$ cat config.mk
export PLATFORM = sky130hd
export DESIGN_NAME = crane_job_arbiter_flat
export DESIGN_NICKNAME = d
export VERILOG_FILES = /design/src/rtl/crane_pkg.sv /design/src/rtl/crane_job_arbiter_if.sv /design/src/rtl/crane_rr_pick.sv /design/src/rtl/crane_job_arbiter.sv /design/src/flat_wrapper.sv
export SDC_FILE = /design/constraint.sdc
export NUM_CORES = 1
export LEC_CHECK = 0
export CORE_MARGIN = 1.5
export CORE_UTILIZATION = 45
export DETAILED_ROUTE_END_ITERATION = 12
export MAX_ROUTING_LAYER = met4
export PLACE_DENSITY = 0.81
export SLEW_MARGIN = 20
export SYNTH_ARGS = -nofsm -noshare
export SYNTH_HDL_FRONTEND = slang
export SYNTH_HIERARCHICAL = 1
export SYNTH_SLANG_ARGS = --single-unit
$ cat constraint.sdc
create_clock -name clk -period 2.4 [get_ports clk]
set_input_delay 0.36 -clock clk [delete_from_list [all_inputs] [get_ports clk]]
set_output_delay 0.36 -clock clk [all_outputs]
set_load 0.01 [all_outputs]
$ cat src/rtl/crane_pkg.sv
// ============================================================================
//  Module      : crane_pkg
//  Description : Shared crane action codes, arbiter state encoding, helpers.
//  Revision    : 1.0 - initial release
// ============================================================================
`default_nettype none

package crane_pkg;

    localparam int N_REQ = 4;

    // Action codes reported by the crane FSM
    localparam logic [2:0] c_act_dn      = 3'b000;
    localparam logic [2:0] c_act_a1      = 3'b001;
    localparam logic [2:0] c_act_up      = 3'b010;
    localparam logic [2:0] c_act_a2      = 3'b011;
    localparam logic [2:0] c_act_r1      = 3'b100;
    localparam logic [2:0] c_act_r2      = 3'b101;
    localparam logic [2:0] c_act_nothing = 3'b110;

    typedef enum logic [2:0] {
        ST_IDLE       = 3'd0,
        ST_ISSUE      = 3'd1,
        ST_WAIT_START = 3'd2,
        ST_RUN        = 3'd3,
        ST_RETURN     = 3'd4,
        ST_FAULT      = 3'd5
    } arb_state_t;

    function automatic logic [1:0] onehot_to_idx(input logic [N_REQ-1:0] oh);
        logic [1:0] idx;
        idx = 2'd0;
        for (int i = 0; i < N_REQ; i++) begin
            if (oh[i]) idx = 2'(i);
        end
        return idx;
    endfunction

endpackage

`default_nettype wire

$ cat src/rtl/crane_job_arbiter_if.sv
// ============================================================================
//  Module      : crane_job_arbiter_if
//  Description : Station request / crane handshake bundle for the job arbiter.
//  Revision    : 1.0 - initial release
// ============================================================================
`default_nettype none

interface crane_job_arbiter_if;
    import crane_pkg::*;

    logic [N_REQ-1:0]   req;
    logic [2*N_REQ-1:0] req_angle;
    logic [2:0]         crane_action;
    logic               fault_clr;
    logic [N_REQ-1:0]   ack;
    logic [N_REQ-1:0]   done;
    logic               crane_write_mode;
    logic [1:0]         crane_mode_in;
    logic               busy;
    logic               fault;

    modport master (
        output req, req_angle, crane_action, fault_clr,
        input  ack, done, crane_write_mode, crane_mode_in, busy, fault
    );

    modport slave (
        input  req, req_angle, crane_action, fault_clr,
        output ack, done, crane_write_mode, crane_mode_in, busy, fault
    );

endinterface

`default_nettype wire

$ cat src/rtl/crane_rr_pick.sv
// ============================================================================
//  Module      : crane_rr_pick
//  Description : Combinational 4-way pick starting at a pointer, with wrap.
//  Revision    : 1.0 - initial release
// ============================================================================
`default_nettype none

module crane_rr_pick
    import crane_pkg::*;
(
    input  wire logic [N_REQ-1:0] i_req,
    input  wire logic [1:0]       i_ptr,
    output logic      [N_REQ-1:0] o_grant,
    output logic                  o_valid
);

    // Walk from the farthest offset down so the nearest requester wins last
    always_comb begin
        o_grant = '0;
        for (int k = N_REQ - 1; k >= 0; k--) begin
            if (i_req[i_ptr + 2'(k)]) begin
                o_grant = N_REQ'(1) << (i_ptr + 2'(k));
            end
        end
    end

    assign o_valid = |i_req;

endmodule

`default_nettype wire

$ cat src/rtl/crane_job_arbiter.sv
// ============================================================================
//  Module      : crane_job_arbiter
//  Description : Grants one station at a time to the crane and tracks the job
//                to completion with a stall watchdog. Define
//                CRANE_ARB_FIXED_PRIO_EN for fixed priority (req[0] highest).
//  Revision    : 1.0 - initial release
// ============================================================================
`default_nettype none

module crane_job_arbiter
    import crane_pkg::*;
#(
    parameter logic [7:0] TIMEOUT = 8'd200
) (
    input wire logic          clk,
    input wire logic          reset_n,
    crane_job_arbiter_if.slave bus
);

    arb_state_t       r_state;
    logic [1:0]       r_ptr;
    logic [1:0]       r_winner;
    logic [7:0]       r_cnt;
    logic [N_REQ-1:0] r_ack;
    logic [N_REQ-1:0] r_done;
    logic             r_write_mode;
    logic [1:0]       r_mode_in;
    logic             r_busy;
    logic             r_fault;

    logic [N_REQ-1:0] w_grant;
    logic             w_valid;
    logic [1:0]       w_winner;
    logic [1:0]       w_angle;
    logic [1:0]       w_ptr_next;
    logic             w_timeout;

    crane_rr_pick u_pick (
        .i_req   (bus.req),
        .i_ptr   (r_ptr),
        .o_grant (w_grant),
        .o_valid (w_valid)
    );

    assign w_winner  = onehot_to_idx(w_grant);
    assign w_angle   = bus.req_angle[{w_winner, 1'b0} +: 2];
    assign w_timeout = (r_cnt == TIMEOUT - 8'd1);

`ifdef CRANE_ARB_FIXED_PRIO_EN
    assign w_ptr_next = 2'd0;
`else
    assign w_ptr_next = r_winner + 2'd1;
`endif

    always_ff @(posedge clk) begin
        if (!reset_n) begin
            r_state      <= ST_IDLE;
            r_ptr        <= 2'd0;
            r_winner     <= 2'd0;
            r_cnt        <= 8'd0;
            r_ack        <= '0;
            r_done       <= '0;
            r_write_mode <= 1'b0;
            r_mode_in    <= 2'd0;
            r_busy       <= 1'b0;
            r_fault      <= 1'b0;
        end else begin
            r_ack        <= '0;
            r_done       <= '0;
            r_write_mode <= 1'b0;
            case (r_state)
                ST_IDLE: begin
                    if (w_valid) begin
                        r_winner     <= w_winner;
                        r_ack        <= w_grant;
                        r_write_mode <= 1'b1;
                        r_mode_in    <= w_angle;
                        r_busy       <= 1'b1;
                        r_state      <= ST_ISSUE;
                    end
                end
                ST_ISSUE: begin
                    r_cnt   <= 8'd0;
                    r_state <= ST_WAIT_START;
                end
                // A matching action beats a coincident watchdog expiry
                ST_WAIT_START, ST_RUN, ST_RETURN: begin
                    if (r_state == ST_WAIT_START && bus.crane_action == c_act_dn) begin
                        r_cnt   <= 8'd0;
                        r_state <= ST_RUN;
                    end else if (r_state == ST_RUN && bus.crane_action == c_act_r2) begin
                        r_cnt   <= 8'd0;
                        r_state <= ST_RETURN;
                    end else if (r_state == ST_RETURN && bus.crane_action == c_act_nothing) begin
                        r_cnt   <= 8'd0;
                        r_done  <= N_REQ'(1) << r_winner;
                        r_ptr   <= w_ptr_next;
                        r_busy  <= 1'b0;
                        r_state <= ST_IDLE;
                    end else if (w_timeout) begin
                        r_cnt   <= 8'd0;
                        r_fault <= 1'b1;
                        r_state <= ST_FAULT;
                    end else begin
                        r_cnt <= r_cnt + 8'd1;
                    end
                end
                ST_FAULT: begin
                    if (bus.fault_clr) begin
                        r_fault <= 1'b0;
                        r_ptr   <= w_ptr_next;
                        r_busy  <= 1'b0;
                        r_state <= ST_IDLE;
                    end
                end
                default: begin
                    r_busy  <= 1'b0;
                    r_state <= ST_IDLE;
                end
            endcase
        end
    end

    assign bus.ack              = r_ack;
    assign bus.done             = r_done;
    assign bus.crane_write_mode = r_write_mode;
    assign bus.crane_mode_in    = r_mode_in;
    assign bus.busy             = r_busy;
    assign bus.fault            = r_fault;

endmodule

`default_nettype wire

$ cat src/flat_wrapper.sv
// flat-port wrapper written by rule: the top's interface ports become plain ports
module crane_job_arbiter_flat import crane_pkg::*;
#(
    parameter logic [7:0] TIMEOUT = 8'd200
)
  (clk, reset_n, bus_req, bus_req_angle, bus_crane_action, bus_fault_clr, bus_ack, bus_done, bus_crane_write_mode, bus_crane_mode_in, bus_busy, bus_fault);
  crane_job_arbiter_if bus_i ();
  input wire logic clk;
  input wire logic reset_n;
  input wire logic [$bits(bus_i.req)-1:0] bus_req;
  input wire logic [$bits(bus_i.req_angle)-1:0] bus_req_angle;
  input wire logic [$bits(bus_i.crane_action)-1:0] bus_crane_action;
  input wire logic [$bits(bus_i.fault_clr)-1:0] bus_fault_clr;
  output wire logic [$bits(bus_i.ack)-1:0] bus_ack;
  output wire logic [$bits(bus_i.done)-1:0] bus_done;
  output wire logic [$bits(bus_i.crane_write_mode)-1:0] bus_crane_write_mode;
  output wire logic [$bits(bus_i.crane_mode_in)-1:0] bus_crane_mode_in;
  output wire logic [$bits(bus_i.busy)-1:0] bus_busy;
  output wire logic [$bits(bus_i.fault)-1:0] bus_fault;
  assign bus_i.req = bus_req;
  assign bus_i.req_angle = bus_req_angle;
  assign bus_i.crane_action = bus_crane_action;
  assign bus_i.fault_clr = bus_fault_clr;
  assign bus_ack = bus_i.ack;
  assign bus_done = bus_i.done;
  assign bus_crane_write_mode = bus_i.crane_write_mode;
  assign bus_crane_mode_in = bus_i.crane_mode_in;
  assign bus_busy = bus_i.busy;
  assign bus_fault = bus_i.fault;
  crane_job_arbiter #(.TIMEOUT(TIMEOUT)) u_core (.clk(clk), .reset_n(reset_n), .bus(bus_i));
endmodule
==> summary.txt <==
Run status
  – Status: completed

Timing
  – Setup_tns: 0 ns
  – Fin crit period: 2.280 ns
  – Slew margin rel.: 53.41%
  – Slew @ Worst Pin: ~0.7 ns
  – Slew Limit Fails: 0
  – Fin crit share: 94.99%
  – RSZ-0062 raised after global routing: no
  – Max Clk Rate: 0.4386 GHz
  – Final Hold Vio Count: 0
  – Clock skew: between 0.002 and 0.0025 ns
  – # setup viols final: 0

Placement
  – Hpwl dp: 2887 µm
  – DP Area: 2160 µm²
  – RePlAce Congestion: 0.9212
  – Port-buffer cells: 30
  – DP Cell Count: 285

Cells and area
  – Final Cell Area: 2245 µm²
  – Final nets: 270
  – Footprint of the multi-input gates: around 1100 µm²
  – P&R area growth vs syn: 27.96%
  – Inserted Diodes: 0
  – Fillers: between 300 and 400
  – Layout Cells excl Fill: 290
  – Storage cell area: 560.5 µm²
  – Fraction of final layout cells sized beyond drive strength 1: 13.22%

Min path
  – Worst Hold Path Cells: 2
  – HP Class: register to register
  – Min-Delay Endpoint: u_core/r_cnt[7]
  – Hold path start: u_core/r_cnt[7]

Setup path
  – Setup CP Type: register to register
  – Crit-path max FO: 4
  – CP arrival: 2.43 ns
  – Critical R2R Capture: u_core/bus.crane_mode_in[1]
  – Worst R2R Start: u_core/r_ptr[1]
  – Worst Setup End Kind: register
  – Flop-to-flop setup slack: 0.12 ns
  – Worst reg-to-reg path cell count: 11
  – CP required: 2.55 ns
  – Startpoint types: register

Pwr
  – Leakage power: 0.0008629 µW
  – VDD IR max: approximately 530 µV
  – Pwr Total: a little under 2000 µW
  – Power Dens Cells: roughly 900 nW/µm²

Synth
  – Post-Syn Area per Cell: 8.684 µm²
  – Compound-Gate Fraction of Synth Area: 19.04%
  – Yosys cell types: 45
  – Yosys reg bits: 28
  – Register area share after synthesis: 31.95%
  – Synthesis Warnings: 6
  – Top-count cell post-synth: dfxtp_1
  – Synthesized netlist cell count: a little over 200
  – Net Count, Synth: 229
  – Yosys top cell by area: dfxtp_1
  – Largest family of logic cells by synthesized area: simple AND/OR/NAND/NOR gates
  – Simple-gate area share of the yosys netlist: 24.96%
  – Adder-Cell Fraction of Synth Area: 6.419%
  – Synth Area in XOR/XNOR: 2.496%
  – Synth cell count leaders: dfxtp_1, nand2_1, nor2_1
  – Multiplexer share of the synthesized area: 10.84%
  – Mapped Area: 1754 µm²
  – Top FF cell, synth: dfxtp_1
  – Synth top area cells: dfxtp_1, ha_1, mux2i_1
  – Async SR Flop Fraction: 0%
  – Share of the synthesized area in the top cell type: 31.95%
  – EDFF count, synth: 0

Floorplan
  – Chip height: 65.44 µm
  – Initial Utilization: 47.56%
  – Die width: 65.44 µm
  – Die area: 4282 µm²
  – Core area: between 3000 and 4000 µm²
  – Io pins: 31
  – Row cnt: 22

Drt
  – TritonRoute pass-1 iters: 4
  – WL final: 3902 µm
  – DR WL/cell: 13.46 µm
  – Antenna Nets Post-Route: 0
  – Number of DRC markers in iteration 0: 67
  – Via density per instance: 5.510
  – Total number of vias: 1598
  – DRC errors left: 0

Run
  – Max-Cap Viols: 0

Global route
  – Number of global-route vias before repair: roughly 1400
  – Largest net degree at the start of global routing: 17
  – Initial antenna violation count: 0
  – GRT overflow: 0
  – GRT Total Usage: roughly a fifth
  – First-pass GRT wire length: 6410 µm

Clock network
  – Clk pin slew, worst setup/hold paths: 0.09 ns
  – Clock root cell: clkbuf_8
  – Longest Clk Path Bufs: 2
  – Htree depth: 1
  – Worst-Skew Late Latency: 0.27 ns
  – CTS tree: built
  – # clock sinks: 28
  – CTS Buf Count: 3
[critical path, cell delays in order (launching register included)]
cell and delay [ns]:
dfxtp_1 0.34, inv_1 0.09, ha_1 0.37, mux4_2 0.38
nand2b_4 0.11, o22ai_1 0.08, a31oi_1 0.16, buf_4 0.16
mux2i_1 0.17, o21ai_0 0.08, mux2i_1 0.13, a21oi_1 0.08
[power by group]
| part | internal [µW] | total [µW] | switching, µW |
|---|---|---|---|
| registers | 565 | 680 | 115 |
| logic | 440 | 917 | 477 |
| clock network | 223 | 366 | 143 |
[registers in the layout (all words and copies together), names as in the netlist]
| signal | count |
|---|---|
| u_core/r_cnt | 8 |
| u_core/bus.ack | 4 |
| u_core/bus.crane_write_mode | 1 |
| u_core/bus.crane_mode_in | 2 |
| u_core/r_state | 3 |
| u_core/r_ptr | 2 |
| u_core/r_winner | 2 |
| u_core/bus.fault | 1 |
| u_core/bus.busy | 1 |
| u_core/bus.done | 4 |
[per-layer routing]
layer	track usage, %	up-vias	wire, µm
met4	8.333	0	88
li1	-	815	-
met2	30.10	50	1833
met1	26.72	723	1840
met3	2.055	10	140
met5	-	-	0
[cell usage in the layout, fill, tap and decap left out, types with 2 or more instances in the layout]
| cell type | count |
|---|---|
| and3_1 | 9 |
| o22ai_1 | 5 |
| nand2b_1 | 2 |
| nor3b_1 | 2 |
| nor3_1 | 6 |
| nand3b_1 | 3 |
| xor2_1 | 2 |
| nor2_1 | 16 |
| nand2_1 | 20 |
| nand3_1 | 6 |
| clkbuf_8 | 3 |
| o21ai_0 | 12 |
| a211oi_1 | 4 |
| mux4_2 | 4 |
| dfxtp_1 | 28 |
| nor2b_1 | 2 |
| ha_1 | 9 |
| a22oi_1 | 3 |
| buf_4 | 12 |
| and2_1 | 2 |
| a21oi_1 | 12 |
| and2b_2 | 2 |
| xnor2_1 | 3 |
| inv_1 | 10 |
| mux2i_1 | 10 |
| clkdlybuf4s50_1 | 30 |
| a31oi_1 | 3 |
| nor4_1 | 2 |
[cell type report]
cell class | instances | share of cell area, %
repair buffers | 42 | 17.39
clock buffers | 3 | 1.839
clock inverters | 1 | 1.338
flip-flops and latches | 28 | 24.97
well taps | 48 | 2.676
inverters | 10 | 1.672
multi-input cells | 158 | 50.11
[through the flow]
stage	setup WS, ns	hold WS [ns]	utilization (%)
final	0.1202	0.4945	60.85
after global routing	0.0002773	0.5353	60.85
after CTS	0.09106	0.5015	60.48
after detailed placement	-0.1649	0.4875	58.55
after global placement	-0.07659	0.4784	58.55
after floorplan	0.004029	0.4642	-
[worst max path at each step]
stage,from,endpoint,depth (start not counted)
6_report,u_core/r_ptr[1],u_core/bus.crane_mode_in[1],11
5_1_grt,u_core/r_ptr[1],u_core/bus.crane_mode_in[0],11
4_1_cts,u_core/r_ptr[1],u_core/r_winner[1],9
3_5_place_dp,bus_req[3],u_core/r_winner[1],8
3_3_place_gp,bus_req[0],u_core/bus.crane_mode_in[1],11
2_1_floorplan,u_core/r_ptr[0],u_core/bus.crane_mode_in[0],11
[logic make-up after synthesis]
| logic type | after synthesis |
|---|---|
| DFF | 28 |
| buffers and inverters | 16 |
| muxes | 14 |
| xor gates and xnor gates | 5 |
| and+or+nand+nor | 81 |
| AOI/OAI and AO/OA | 49 |
| adders and majority gates | 9 |
[timing repair]
item | CTS | global route
setup endpoints to repair | 0 | 4
hold buffers | 0 | 0
endpoints found under the hold margin | 0 | 0
setup buffers | 0 | 1
resized for setup | 0 | 1
Note: power is estimated with default switching activity, not from simulation.
==> patch 1, RTL diff (same flow settings) <==
`TIMEOUT` is set to 8'd200 in 2 places; all go to 8'd100.
--- a/src/rtl/crane_job_arbiter.sv
+++ b/src/rtl/crane_job_arbiter.sv
@@ -10,7 +10,7 @@
 module crane_job_arbiter
     import crane_pkg::*;
 #(
-    parameter logic [7:0] TIMEOUT = 8'd200
+    parameter logic [7:0] TIMEOUT = 8'd100
 ) (
     input wire logic          clk,
     input wire logic          reset_n,
--- a/src/flat_wrapper.sv
+++ b/src/flat_wrapper.sv
@@ -1,7 +1,7 @@
 // flat-port wrapper written by rule: the top's interface ports become plain ports
 module crane_job_arbiter_flat import crane_pkg::*;
 #(
-    parameter logic [7:0] TIMEOUT = 8'd200
+    parameter logic [7:0] TIMEOUT = 8'd100
 )
   (clk, reset_n, bus_req, bus_req_angle, bus_crane_action, bus_fault_clr, bus_ack, bus_done, bus_crane_write_mode, bus_crane_mode_in, bus_busy, bus_fault);
   crane_job_arbiter_if bus_i ();
Check against the original RTL: no difference found for any inputs over 10 cycles, from zero or initial values and one cycle with reset_n low; that may be too few to reach the edited logic, so the function may still have changed.
==> patch 1 against the unedited design <==
Synthesized area up 2.7%. Non-clock buffer count is 3 higher. Power is 3.4% lower. Die area rose by 2.6%. Design area up 1.8%. Critical path depth did not move. Combinational power decreased by 5.7%. Sequential cell count did not move. Routed wire length shrank 0.13%. Clock power rose by 3%. Worst setup slack better by 0.0042 ns. Clock skew increased by 0.0029 ns. Critical endpoint unchanged. Largest power group unchanged. Highest routed layer unchanged.
==> patch 1: results (changes against the unedited design) <==
yosys:
  synth_compound_area_frac: 0.181  # -0.00989
  async_flop_share: 0  # unchanged
  synth_area_leaders: "dfxtp_1 31%, ha_1 6.3%, nand2_1 5.8%"
  synth_xor_area_frac: 0.00972  # -0.0152
  syn_nets: 230  # +0.44%
  synth_fa_ha_area_frac: 0.0625  # -0.00169
  synthDistinctLibCells: 49  # +8.9%
  synth_commonest_cells: "28 x dfxtp_1, 28 x nand2_1, 12 x o21ai_0"
  syn_avg_cell_area_um2: 8.88  # +2.2%
place:
  dpl.hpwl_um: 2930  # +1.4%
  place_inst: 284  # -0.35%
  gp_congestion: 0.831  # -9.8%
power:
  p_leak_nw: 0.946  # +9.6%
  peakVddDrop_mv: 0.433  # -18%
routing:
  via_count: 1560  # -2.4%
  first_iter_violations: 76  # +13%
  wirelength_um: 3900  # -0.13%
  dr_wl_met3_um: 116  # -17%
  m1WireLength_um: 1730  # -6.0%
  route.met2.wl_um: 2010  # +9.7%
cells_and_area:
  drive_above_1_share: 0.162  # +0.0296
  stdcell_count: 289  # -0.34%
  fill_cells: 333  # +1.2%
worst_hold_path:
  hp-start: "u_core/r_cnt[6]"
  min_to: "u_core/r_cnt[6]"
global_route:
  grt_pass1_wl_um: 6530  # +1.9%
  grt_pass1_vias: 1502  # +3.9%
  use_met2: 0.348  # +0.0465
  grtUsageMet3: 0.0290  # +0.00841
  use_met1: 0.227  # -0.0407
sta:
  relSlewSlack: 0.549  # +0.0147
  fin_skew_ns: 0.00508  # +0.00288 ns
  whs_ns: 0.511  # +0.0164 ns
run_status:
  status: "finished clean"
worst_setup_path:
  r2r-start: "u_core/r_ptr[0]"
  slowest_stage: "dfxtp_1"
[patch 1: through the flow]
step / worst slack [ns] / cell area [um^2]
after floorplan: 0.00134 / 1800
after global placement: -0.112 / 2170
after detailed placement: -0.197 / 2170
after CTS: 0.0953 / 2240
after global routing: 0.00590 / 2290
final: 0.124 / 2290
[patch 1: layout make-up]
cell class	count	area, um^2	share of cell area
inverter	10	37.5	0.0164
timing repair buffer	45	427	0.187
sequential	28	561	0.245
tap	48	60.1	0.0263
multi-input combinational	154	1130	0.494
clock buffer	3	41.3	0.0181
clock inverter	1	30.0	0.0131
[patch 1: repair_timing]
action / 4_1_cts / 5_1_grt
endpoints found under the setup margin: 0 / 1
endpoints found under the hold margin: 0 / 0
setup buffers: 0 / 1
resized for setup: 0 / 6
[patch 1: power breakdown]
group	total [W]	switching, W	leakage [nW]	internal, W
clock network	0.000376	0.000152	0.0357	0.000223
logic	0.000865	0.000460	0.682	0.000405
registers	0.000656	0.0000954	0.228	0.000561
total	0.00190	0.000708	0.946	0.00119
[patch 1: cell families after synthesis]
family          count (synthesis)
mux                            14
flops                          28
compound gates                 48
buf+inv                        21
xor+xnor                        2
simple gates                   81
fa+ha+maj                       9
[patch 1: worst max path at each step]
stage | cells past startpoint | end | startpoint
6_report | 11 | u_core/bus.crane_mode_in[1] | u_core/r_ptr[0]
5_1_grt | 11 | u_core/bus.crane_mode_in[1] | u_core/r_ptr[0]
4_1_cts | 11 | u_core/bus.crane_mode_in[1] | u_core/r_ptr[0]
3_5_place_dp | 10 | u_core/bus.crane_mode_in[1] | bus_req[2]
3_3_place_gp | 11 | u_core/bus.crane_mode_in[1] | bus_req[1]
2_1_floorplan | 11 | u_core/bus.crane_mode_in[0] | u_core/r_ptr[0]
==> patch 2, RTL diff (same settings) <==
Without the edit above. Make the reset (`reset_n`) asynchronous in one clocked block.
--- a/src/rtl/crane_job_arbiter.sv
+++ b/src/rtl/crane_job_arbiter.sv
@@ -52,7 +52,7 @@
     assign w_ptr_next = r_winner + 2'd1;
 `endif
 
-    always_ff @(posedge clk) begin
+    always_ff @(posedge clk or negedge reset_n) begin
         if (!reset_n) begin
             r_state      <= ST_IDLE;
             r_ptr        <= 2'd0;
Formal check against the unedited RTL: differs if reset_n is asserted again (counterexample within 4 cycles, from zero or initial values and one cycle with reset_n low); with reset_n held inactive, the same outputs for 10 cycles.
==> patch 2 against the unedited design <==
Synthesized cell count decreased by 5.0%. Largest cell class unchanged. Global-route usage decreased by 0.92 points. Worst hold slack got worse by 0.043 ns. Design area increased by 11%. Sequential share of layout area increased by 3.1 points. Routed wire length increased by 3.4%. Worst setup slack got worse by 0.011 ns. Synthesized area increased by 11%. Non-clock buffer count increased by 6. Sequential cell count unchanged.
Power is not compared: it rests on default switching activity, and its combinational part moved more than twofold at a synthesized area within 25%.
==> patch 2: results (changes against the unedited design) <==
clocking:
  cts_resized: 3  # +3
  cts_made_buffers: 3  # unchanged
  ctsHtreeMaxLevel: 1  # unchanged
  clkTransAtPathRegs_ns: 0.10
  post_cts_buffers: 0  # unchanged
  clkLatencyLatePin_ns: 0.27  # about the same
global_route:
  grt_pass1_wl_um: 6650  # +3.8%
  grt_max_degree: 29  # +12
  grt_pass1_vias: 1568  # +8.5%
  antenna_found_initial: 0  # unchanged
  track_usage: 0.188  # -0.00924
sta:
  whs_ns: 0.452  # -0.0425 ns
  fmax_mhz: 437  # -0.48%
  fin_skew_ns: 0.0100  # +0.00780 ns
  relSlewSlack: 0.518  # -0.0160
cells_and_area:
  largest_register_ffs: 8  # unchanged
  antenna_cells: 0  # unchanged
  drive_above_1_share: 0.188  # +0.0561
  nNetsFinal: 271  # +0.37%
  fill_cells: 336  # +2.1%
place:
  dpl.hpwl_um: 2980  # +3.1%
  io_buffers: 30  # unchanged
  gp_congestion: 0.921  # about the same
  dpl-instance-area_um2: 2380  # +10%
  pre_cts_ws_ns: -0.263  # -0.0978 ns
worst_setup_path:
  slowest_stage: "dfrtp_1"
  r2r_slack_ns: 0.11
  crit_arrival_ns: 2.41  # -0.02 ns
  crit_family: "compound AO/OA/AOI/OAI gates"
  worst-path-max-fanout: 7  # +3
  cp_slowest_stage_delay_ns: 0.40  # +0.02 ns
  crit_start: "u_core/r_ptr[0]"
yosys:
  synth_xor_area_frac: 0.0129  # -0.0121
  synthDistinctLibCells: 51  # +13%
  synth_mux_area_frac: 0.101  # -0.00732
  yosysSeqAreaShare: 0.361  # +0.0410
  synth_compound_area_frac: 0.175  # -0.0153
  synth_commonest_cells: "28 x dfrtp_1, 16 x nand2_1, 15 x o21ai_0"
  synth_fa_ha_area_frac: 0.0837  # +0.0195
  synth_area_leaders: "dfrtp_1 36%, ha_1 8.4%, mux4_2 4.6%"
  synth_edf_count: 0  # unchanged
  synthFlopType: "dfrtp_1"
  async_flop_share: 1.00  # +1.00
  syn_nets: 223  # -2.6%
power:
  p_leak_nw: 1.07
  peakVddDrop_mv: 0.705
run_status:
  status: "finished clean"
routing:
  route.met2.wl_um: 2100  # +15%
  avgRoutedWirePerCell_um: 14.0  # +3.8%
  dr_wl_met3_um: 107  # -24%
  drt_pre_antenna_iters: 4  # unchanged
  vias_per_cell: 5.63  # +2.2%
  m1WireLength_um: 1800  # -2.0%
  first_iter_violations: 72  # +7.5%
worst_hold_path:
  hold_path.class: "in -> async"
==> patch 2: logic make-up (layout without fill, tap and decap cells) <==
kind of cell | count (synthesis) | count (layout)
fa+ha+maj | 13 | 13
compound gates | 49 | 49
buf+inv | 19 | 66
xor+xnor | 2 | 2
flops | 28 | 28
simple gates | 67 | 67
mux | 14 | 14
==> patch 2: through the flow <==
step	util	setup TNS (ns)	std cells	total power, W
finish	0.611	0	289	0.00298
detailed placement	0.582	-0.640	283	0.00255
global route	0.611	-0.0125	289	0.00323
global placement	0.582	-0.457	283	0.00251
floorplan	-	0	192	0.00202
CTS	0.600	0	287	0.00288
==> patch 2: worst paths after layout <==
kind | end | cells past startpoint
max | u_core/bus.crane_mode_in[0] | 10
min | u_core/r_cnt[2] | 2
max reg2reg | u_core/bus.crane_mode_in[0] | 10
min reg2reg | u_core/r_cnt[1] | 2
max in group asynchronous | u_core/bus.crane_write_mode | 2
min in group clk | u_core/r_cnt[1] | 2
==> patch 2: cell type report <==
| type | count | share of cell area |
|---|---|---|
| Inverter | 14 | 0.0211 |
| Clock buffer | 4 | 0.0221 |
| Tap cell | 50 | 0.0251 |
| Timing Repair Buffer | 48 | 0.176 |
| Multi-Input combinational cell | 145 | 0.475 |
| Sequential cell | 28 | 0.281 |
==> patch 2: report_power, final <==
part	switching (W)	internal (W)	total (W)
Combinational	0.000964	0.000956	0.00192
Sequential	0.000156	0.000619	0.000775
Clock	0.000142	0.000147	0.000288
Total	0.00126	0.00172	0.00298
==> patch 2: per-layer routing <==
metal / GRT usage / vias to the layer above
li1: - / 793
met3: 0.0260 / 4
met2: 0.321 / 33
met5: - / -
met1: 0.235 / 798
met4: 0.0490 / 0
